## src/rtl/dio_loader.sv

```systemverilog
// dio_loader: HPS ioctl byte stream -> SDRAM DIO slot download engine.
// Pairs bytes into words, maps each ioctl index to its own SDRAM region,
// stalls the HPS until each word lands in a DIO slot, and classifies
// floppy images by size into per-drive inserted / double-sided flags.

// Per-drive image flags; eject and download start win over classification.
module dio_drive_flag (
  input  logic clk_sys,
  input  logic n_reset,
  input  logic clr,
  input  logic load,
  input  logic ins_in,
  input  logic ds_in,
  input  logic eject,
  output logic ins,
  output logic ds
);

  // Hold flags; clear on eject/start, load on end of download.
  always_ff @(posedge clk_sys) begin
    if (!n_reset) begin
      ins <= 1'b0;
      ds  <= 1'b0;
    end else if (eject || clr) begin
      ins <= 1'b0;
      ds  <= 1'b0;
    end else if (load) begin
      ins <= ins_in;
      ds  <= ds_in;
    end
  end

endmodule

module dio_loader #(
  parameter int          NUM_DISKS  = 2,
  parameter logic [24:0] BASE_ADDR  = 25'h0200000,
  parameter logic [21:0] SLOT_WORDS = 22'h080000,
  parameter int          DS_BYTES   = 819200,
  parameter int          SS_BYTES   = 409600
) (
  input  logic                 clk_sys,
  input  logic                 n_reset,
  input  logic                 ioctl_download,
  input  logic [7:0]           ioctl_index,
  input  logic                 ioctl_wr,
  input  logic [24:0]          ioctl_addr,
  input  logic [7:0]           ioctl_dout,
  output logic                 ioctl_wait,
  input  logic                 bus_slot,
  output logic                 mem_active,
  output logic [24:0]          mem_addr,
  output logic [15:0]          mem_din,
  output logic                 mem_we,
  input  logic [NUM_DISKS-1:0] disk_eject,
  output logic [NUM_DISKS-1:0] disk_ins,
  output logic [NUM_DISKS-1:0] disk_ds,
  output logic                 rom_valid,
  output logic                 ovf
);

  typedef enum logic [1:0] {IDLE, ARM, READY, WRITE} state_t;

  state_t      st;
  logic        dl_d;
  logic [7:0]  idx_r;
  logic [25:0] cnt;      // bytes seen this download = last ioctl_addr + 1
  logic [7:0]  hi;
  logic        flush_r;  // word in the FSM is the end-of-download flush

  logic        dl_rise, dl_fall, word_done, flush_go, src_hit;
  logic [7:0]  src_idx;
  logic [23:0] src_w;
  logic        idx_ok, w_ok, take, ovf_hit;
  logic        cls_ds, cls_ins;
  logic [NUM_DISKS-1:0] drv_start, drv_end;

  function automatic logic [24:0] map_addr(input logic [7:0] idx, input logic [23:0] w);
    map_addr = BASE_ADDR + 25'(idx) * 25'(SLOT_WORDS) + 25'(w);
  endfunction

  assign dl_rise   = ioctl_download & ~dl_d;
  assign dl_fall   = ~ioctl_download & dl_d;
  assign word_done = ioctl_download & ioctl_wr & ioctl_addr[0];
  // Odd length leaves a lone high byte that still has to reach memory.
  assign flush_go  = dl_fall & cnt[0];
  assign src_hit   = word_done | flush_go;
  assign src_idx   = flush_go ? idx_r : ioctl_index;
  assign src_w     = flush_go ? cnt[24:1] : ioctl_addr[24:1];
  assign idx_ok    = src_idx <= 8'(NUM_DISKS);
  assign w_ok      = src_w < 24'(SLOT_WORDS);
  // Flush may preempt a stale in-flight word; normal words need an idle FSM.
  assign take      = src_hit & idx_ok & w_ok & (flush_go | (st == IDLE));
  assign ovf_hit   = src_hit & idx_ok & ~w_ok;

  assign cls_ds  = cnt == 26'(DS_BYTES);
  assign cls_ins = cls_ds | (cnt == 26'(SS_BYTES));

  assign mem_active = ioctl_download & bus_slot;
  assign mem_we     = bus_slot & ((st == READY) | (st == WRITE)) & (ioctl_download | flush_r);

  // Write FSM plus download bookkeeping (pairing, byte count, ROM flag, overflow).
  always_ff @(posedge clk_sys) begin
    if (!n_reset) begin
      st         <= IDLE;
      ioctl_wait <= 1'b0;
      flush_r    <= 1'b0;
      dl_d       <= 1'b0;
      idx_r      <= '0;
      cnt        <= '0;
      hi         <= '0;
      mem_addr   <= '0;
      mem_din    <= '0;
      rom_valid  <= 1'b0;
      ovf        <= 1'b0;
    end else begin
      dl_d <= ioctl_download;
      if (ioctl_download) idx_r <= ioctl_index;
      if (dl_rise) cnt <= '0;
      if (ioctl_download && ioctl_wr) cnt <= {1'b0, ioctl_addr} + 26'd1;
      if (ioctl_download && ioctl_wr && !ioctl_addr[0]) hi <= ioctl_dout;
      if (ovf_hit) ovf <= 1'b1;
      if (dl_fall && idx_r == 8'd0) rom_valid <= (cnt != 26'd0);

      if (take) begin
        mem_addr   <= map_addr(src_idx, src_w);
        mem_din    <= flush_go ? {hi, 8'h00} : {hi, ioctl_dout};
        flush_r    <= flush_go;
        ioctl_wait <= ~flush_go;
        st         <= ARM;
      end else begin
        case (st)
          ARM:   if (!bus_slot) st <= READY;
          READY: if (bus_slot) st <= WRITE;
          WRITE: if (!bus_slot) begin
                   st         <= IDLE;
                   ioctl_wait <= 1'b0;
                   flush_r    <= 1'b0;
                 end
          default: st <= IDLE;
        endcase
      end
    end
  end

  // Per-drive start / end-of-download strobes.
  for (genvar i = 0; i < NUM_DISKS; i++) begin : g_drv
    assign drv_start[i] = dl_rise & (ioctl_index == 8'(i + 1));
    assign drv_end[i]   = dl_fall & (idx_r == 8'(i + 1));
  end

  dio_drive_flag u_drv [NUM_DISKS-1:0] (
    .clk_sys (clk_sys),
    .n_reset (n_reset),
    .clr     (drv_start),
    .load    (drv_end),
    .ins_in  (cls_ins),
    .ds_in   (cls_ds),
    .eject   (disk_eject),
    .ins     (disk_ins),
    .ds      (disk_ds)
  );

endmodule

```

## config.mk

```make
export PLATFORM = sky130hd
export DESIGN_NAME = dio_loader
export DESIGN_NICKNAME = d
export VERILOG_FILES = /design/src/rtl/dio_loader.sv
export SDC_FILE = /design/constraint.sdc
export NUM_CORES = 1
export LEC_CHECK = 0
export CAP_MARGIN = 15
export CELL_PAD_IN_SITES_DETAIL_PLACEMENT = 1
export CELL_PAD_IN_SITES_GLOBAL_PLACEMENT = 2
export CORE_MARGIN = 10
export CORE_UTILIZATION = 34
export CTS_CLUSTER_DIAMETER = 80
export DETAILED_ROUTE_END_ITERATION = 8
export PLACE_DENSITY_LB_ADDON = 0.3
export SYNTH_ARGS = -nofsm -noshare
export SYNTH_HDL_FRONTEND = slang
export SYNTH_HIERARCHICAL = 1
export SYNTH_SLANG_ARGS = --single-unit
```

## constraint.sdc

```tcl
create_clock -name clk_sys -period 7.6 [get_ports clk_sys]
set_input_delay 0.76 -clock clk_sys [delete_from_list [all_inputs] [get_ports clk_sys]]
set_output_delay 0.76 -clock clk_sys [all_outputs]
set_load 0.01 [all_outputs]
```

==> results.txt, run 1 <==
Max Freq: 255 MHz
RR Endpoint: mem_addr[24]$_SDFFE_PN0P_
CTS tree: done
row count: 43
Post-CTS Resized: 0
Top Layer Used: met5
Synth top area share: 39.5%
PD cells: 181 nW/um^2
worst-path cell chain: clkdlybuf4s50_1, buf_4, nand3b_1, buf_4, mux2_2, ha_1, ha_1, a21o_1, a21oi_1, xnor2_1, o22ai_1
Mapped Cells: 508
critical path required time: 7790 ps
Setup Viol. Count Final: 0
Final HPWL DP: 9.73 mm
input/output buffers: 97
Crit Reg-Reg Startpoint: dl_d$_SDFF_PN0_
#FFs+latches synth: 94
Clock Skews: 8.03 ps
sequential share of power: 46.1%
logic gate share of total power: 10.2%
core area: 13800 um^2
layout cells sized above 1: 6.86%
routability cong.: 0.794
FFs w/ async S/R, synth: 0%
vias in the first global route: 4209
status: completed
HP Class: reg2reg
GRT Residual Overflow: 0
post-synthesis sequential area ratio: 39.5%
clk sink count: 94
actual slew at the worst max-slew pin: 945 ps
met2 wire len: 6.18 mm
Reg2Reg Depth: 9
CP max FO: 34
WS Path Type: in2reg
Syn-to-layout area delta: 29.1%
WL met3: 629 um
total wire length: 13.2 mm
initial antenna violation count: 1
Synth Cell Area: 4760 um^2
crit path capture type: register
Max H-tree Level: 3
first-pass GRT wire length: 22.1 mm
Syn Nets: 572
Yosys cell types: 46
Max Cap Viol: 0
drt first pass iters: 4
CTS root buf: clkbuf_16
Synth Flop Type: dfxtp_1
Pint: 0.000856 W
starting density of the core: 34.5%
Final TNS setup: 0 ps
time the worst path needs with I/O delays and setup: 3920 ps
most common cell in the netlist: dfxtp_1
clock latency on the worst-skew pair: 350 ps
largest net degree at the start of global routing: 81
Switching Fraction: 22.8%
ANT nets after route: 0
CP Data Arrival Time: 4110 ps
gr usage total: 13.8%
Synth Area per Inst: 9.37 um^2
CP max-delay cell: buf_4
I/O Pins: 98
Die Area: 19100 um^2
Clock Path Buffers: 2
Max VDD drop: 81.6 uV
RSZ-0062 raised after global routing: false
synth warn: 6
Yosys top cell by area: dfxtp_1
Slew HR: 36.4%
Hold Path Cell Cnt: 2
DRT iter0 DRCs: 145
max-slew violations: 0
Reg2Reg Setup Slack: 4470 ps
EDFF count, synth: 0
die width: 138 um
Post-route DRC: 0
Vias: 3881
top post-synthesis cells by area: dfxtp_1 40%, mux2i_1 9.9%, nand2_1 5.7%
NetSw: 0.000253 W
die height: 138 um
crit share post-route: 51.6%
Setup crit start: ioctl_download
Hold Worst Slack: 469 ps
WL per Instance: 17.0 um
CTS Hold Bufs: 0
commonest cells in the netlist: 94 x dfxtp_1, 72 x nand2_1, 47 x mux2i_1
number of diodes: 0
Clk pin slew, worst setup/hold paths: 60 ps
post-CTS setup buffers: 0
final hold vios: 0
CP Capture Point: mem_addr[24]$_SDFFE_PN0P_
Final nets: 657
Clk pwr share: 43.6%
delay of the slowest critical-path stage: 550 ps
leak pwr: 2.52 nW
vias per cell: 4.99
Metal-1 WL: 6.10 mm
kind of start point of the critical path: input port
total CTS buffers: 9
[power by group through the flow]
stage,sequential [W],clock (W),combinational [W]
2_1_floorplan,0.000520,0,0.0000615
4_1_cts,0.000512,0.000499,0.000116
3_3_place_gp,0.000523,0,0.000111
6_report,0.000512,0.000484,0.000114
5_1_grt,0.000513,0.000525,0.000127
3_5_place_dp,0.000523,0,0.000115
[state kept, by name (all words and copies together), names as in the netlist, 2 cells and up]
register and count:
cnt 26, u_drv/ds 2, hi 8, st 2, mem_addr 25, mem_din 16
u_drv/ins 2, idx_r 8
[cell usage in the layout (no fill, tap or decap), types with 15 or more instances in the layout]
cell type and instances:
clkdlybuf4s50_1 96, dfxtp_1 94, nand2_1 72, mux2i_1 47, nor2b_1 31, o211a_1 21
xor2_1 20, nor2_1 18, nand3_1 18, o21ai_0 18, ha_1 15
[worst min path at each step]
| stage | startpoint | to | slack [ps] |
|---|---|---|---|
| after floorplan | cnt[24]$_SDFFE_PN0P_ | cnt[24]$_SDFFE_PN0P_ | 430 |
| after global placement | hi[2]$_SDFFE_PN0P_ | hi[2]$_SDFFE_PN0P_ | 450 |
| after detailed placement | mem_din[0]$_SDFFE_PN0P_ | mem_din[0]$_SDFFE_PN0P_ | 460 |
| after CTS | mem_din[0]$_SDFFE_PN0P_ | mem_din[0]$_SDFFE_PN0P_ | 480 |
| after global routing | mem_din[0]$_SDFFE_PN0P_ | mem_din[0]$_SDFFE_PN0P_ | 490 |
| final | hi[2]$_SDFFE_PN0P_ | hi[2]$_SDFFE_PN0P_ | 470 |
[per-layer routing]
metal	vias to the layer above	GRT usage, %
li1	1948	-
met1	1833	16.8
met5	-	0
met2	78	22.3
met4	2	5.72
met3	20	3.70
[logic make-up after synthesis]
family	after synthesis	share of synthesized area (%)
AND/OR/NAND/NOR	202	22.3
flip-flops	94	39.5
AO/OA/AOI/OAI	78	12.9
multiplexers	56	12.0
buffers and inverters	35	3.94
XOR/XNOR	27	4.97
adder cells (fa/ha/maj)	16	4.36
[per-stage QoR]
stage	setup slack (ps)	cells	utilization, %	total power [W]	instance area (um^2)
6_report	3680	778	44.6	0.00111	6140
3_5_place_dp	3330	762	42.3	0.000638	5830
4_1_cts	3670	778	44.6	0.00113	6140
5_1_grt	3430	778	44.6	0.00117	6140
2_1_floorplan	4130	508	-	0.000581	4760
3_3_place_gp	3470	762	42.3	0.000634	5830
[layout make-up]
cell class                      instances  area [um^2]
Fill cell                            1606         7630
Timing Repair Buffer                  102         1000
Sequential cell                        94         1880
Inverter                                7         26.3
Tap cell                              180          225
Multi-Input combinational cell        379         2690
Clock buffer                           12          246
Clock inverter                          4         70.1
[critical path, delay by kind of cell]
family,cells,cell delay [ps]
adders and majority gates,2,670
AOI/OAI and AO/OA,3,480
muxes,1,410
and+or+nand+nor,1,380
xor gates and xnor gates,1,140
buffers and inverters,3,1250
Note: power is estimated with default switching activity, not from simulation.
==> run 2: changes to the inputs <==
--- a/config.mk
+++ b/config.mk
@@ -9,7 +9,7 @@
 export CELL_PAD_IN_SITES_DETAIL_PLACEMENT = 1
 export CELL_PAD_IN_SITES_GLOBAL_PLACEMENT = 2
 export CORE_MARGIN = 10
-export CORE_UTILIZATION = 34
+export CORE_UTILIZATION = 31
 export CTS_CLUSTER_DIAMETER = 80
 export DETAILED_ROUTE_END_ITERATION = 8
 export PLACE_DENSITY_LB_ADDON = 0.3
==> constraint.sdc (replaced) <==
create_clock -name clk_sys -period 4 [get_ports clk_sys]
set_input_delay 0.4 -clock clk_sys [delete_from_list [all_inputs] [get_ports clk_sys]]
set_output_delay 0.4 -clock clk_sys [all_outputs]
set_load 0.01 [all_outputs]
==> run 2 against run 1 <==
Effect of this change: worst hold slack got worse by 87 ps; clock skew down 1.0 ps; sequential power increased by 90%; sequential share of layout area down 0.068 points; power rose by 85%; critical path type unchanged.
==> results.txt, run 2 (same netlist as run 1, synthesis figures left out) <==
Vias: 3958 (was 3881)
drt first pass iters: 4 (unchanged)
routability cong.: 0.790 (was 0.794)
vias per cell: 5.02 (was 4.99)
delay of the slowest critical-path stage: 480 ps (was 550 ps)
status: completed (unchanged)
time the worst path needs with I/O delays and setup: 3120 ps
HP Class: in2reg (was reg2reg)
RSZ-0062 raised after global routing: false (unchanged)
first-pass GRT wire length: 22.9 mm (was 22.1 mm)
logic gate share of total power: 10.8% (was 10.2%)
Max H-tree Level: 3 (unchanged)
CP max-delay cell: clkdlybuf4s50_1 (was buf_4)
Syn-to-layout area delta: 29.4% (was 29.1%)
Top delay family on crit path: buffers and inverters (unchanged)
fin cells: 789 (was 778)
starting density of the core: 31.4% (was 34.5%)
Max VDD drop: 258 uV (was 81.6 uV)
Final HPWL DP: 10.5 mm (was 9.73 mm)
Reg with most FFs: cnt (unchanged)
CP most frequent cell: ha_1
WS Path Type: in2reg (unchanged)
CTS root buf: clkbuf_16 (unchanged)
PD cells: 334 nW/um^2 (was 181 nW/um^2)
final hold vios: 0 (unchanged)
most common cell after layout, fill and taps aside: clkdlybuf4s50_1 (unchanged)
crit share post-route: 78.0%
Post-CTS Resized: 0 (unchanged)
CP max FO: 28 (was 34)
actual slew at the worst max-slew pin: 693 ps (was 945 ps)
Clk pwr share: 41.9% (was 43.6%)
vias in the first global route: 4259 (was 4209)
Switching Fraction: 24.0% (was 22.8%)
initial antenna violation count: 1 (unchanged)
most frequent cells in the layout: 96 x clkdlybuf4s50_1, 94 x dfxtp_1, 72 x nand2_1 (unchanged)
clk sink count: 94 (unchanged)
gr usage total: 14.0% (was 13.8%)
total wire length: 13.9 mm (was 13.2 mm)
largest net degree at the start of global routing: 51 (was 81)
Max Cap Viol: 0 (unchanged)
DRT iter0 DRCs: 93 (was 145)
ANT nets after route: 0 (unchanged)
Placed Cells incl. Taps: 774 (was 762)
Pint: 0.00156 W (was 0.000856 W)
row count: 45 (was 43)
crit path capture type: register (unchanged)
CTS Hold Bufs: 0 (unchanged)
Post-route DRC: 0 (unchanged)
core area: 15100 um^2 (was 13800 um^2)
number of diodes: 0 (unchanged)
flip-flop count of the largest register after layout: 26 (unchanged)
worst path bufs/invs: 2 (was 3)
total CTS buffers: 9 (unchanged)
post-CTS setup buffers: 0 (unchanged)
Final TNS setup: 0 ps (unchanged)
NetSw: 0.000494 W (was 0.000253 W)
GRT Residual Overflow: 0 (unchanged)
Die Area: 20700 um^2 (was 19100 um^2)
die height: 144 um (was 138 um)
Final nets: 661 (was 657)
die width: 144 um (was 138 um)
max-slew violations: 0 (unchanged)
Clock Skews: 7.03 ps (was 8.03 ps)
Largest regs: cnt: 26 flops, mem_addr: 25 flops, mem_din: 16 flops (unchanged)
CP Data Arrival Time: 3330 ps (was 4110 ps)
input/output buffers: 97 (unchanged)
critical path required time: 4210 ps (was 7790 ps)
Hold Worst Slack: 382 ps (was 469 ps)
sequential share of power: 47.3% (was 46.1%)
Slew HR: 53.7% (was 36.4%)
WL per Instance: 17.6 um (was 17.0 um)
Clock Path Buffers: 2 (unchanged)
CTS tree: done (unchanged)
Max Freq: 321 MHz
leak pwr: 2.53 nW (was 2.52 nW)
Clk pin slew, worst setup/hold paths: 60 ps (about the same)
Final Util: 40.6% (was 44.6%)
kind of start point of the critical path: input port (unchanged)
layout cells sized above 1: 7.49% (was 6.86%)
Setup Viol. Count Final: 0 (unchanged)
I/O Pins: 98 (unchanged)
clock latency on the worst-skew pair: 350 ps (about the same)
worst-path cell chain: clkdlybuf4s50_1, nand3b_1, buf_4, mux2_2, ha_1, ha_1, a21o_1, a21oi_1, xnor2_1, o22ai_1 (was clkdlybuf4s50_1, buf_4, nand3b_1, buf_4, mux2_2, ha_1, ha_1, a21o_1, a21oi_1, xnor2_1, o22ai_1)
==> run 2: cell count changes in the layout (fill, tap and decap cells not counted), sizes merged <==
cell,change
buf,+4
bufinv,-1
clkbuf,-1
clkinvlp,+1
==> run 2: final cells by class <==
| class | instances | area [um^2] |
|---|---|---|
| Fill cell | 1707 | 8990 |
| Multi-Input combinational cell | 379 | 2690 |
| Sequential cell | 94 | 1880 |
| Timing Repair Buffer | 106 | 1030 |
| Clock buffer | 11 | 243 |
| Tap cell | 188 | 235 |
| Clock inverter | 4 | 47.5 |
| Inverter | 7 | 26.3 |
==> run 2: power groups by stage <==
stage	clock network (W)	registers, W	logic [W]
floorplan	0	0.000987	0.000117
global placement	0	0.000993	0.000217
detailed placement	0	0.000994	0.000225
CTS	0.000895	0.000972	0.000226
global route	0.000932	0.000975	0.000247
finish	0.000860	0.000972	0.000222
==> run 2: path summary, 6_finish.rpt <==
kind	from	end	slack, ps	depth (start not counted)
max reg2reg	dl_d$_SDFF_PN0_	mem_addr[24]$_SDFFE_PN0P_	1020	9
min	n_reset	cnt[25]$_SDFFE_PN0P_	380	2
min reg2reg	hi[4]$_SDFFE_PN0P_	hi[4]$_SDFFE_PN0P_	470	2
max	ioctl_download	mem_addr[24]$_SDFFE_PN0P_	880	10
==> run 2: routing by layer <==
metal | vias to the layer above | track usage, % | wire (um)
met1 | 1916 | 16.3 | 6160
met5 | - | 0 | 0
met4 | 0 | 4.41 | 226
met3 | 12 | 5.25 | 868
li1 | 1955 | - | -
met2 | 75 | 23.2 | 6650
==> run 2: through the flow <==
step,instance area (um^2),power (W),worst slack [ps]
3_3_place_gp,5870,0.00121,703
5_1_grt,6160,0.00215,722
2_1_floorplan,4760,0.00110,888
3_5_place_dp,5870,0.00122,535
6_report,6160,0.00205,882
4_1_cts,6160,0.00209,903
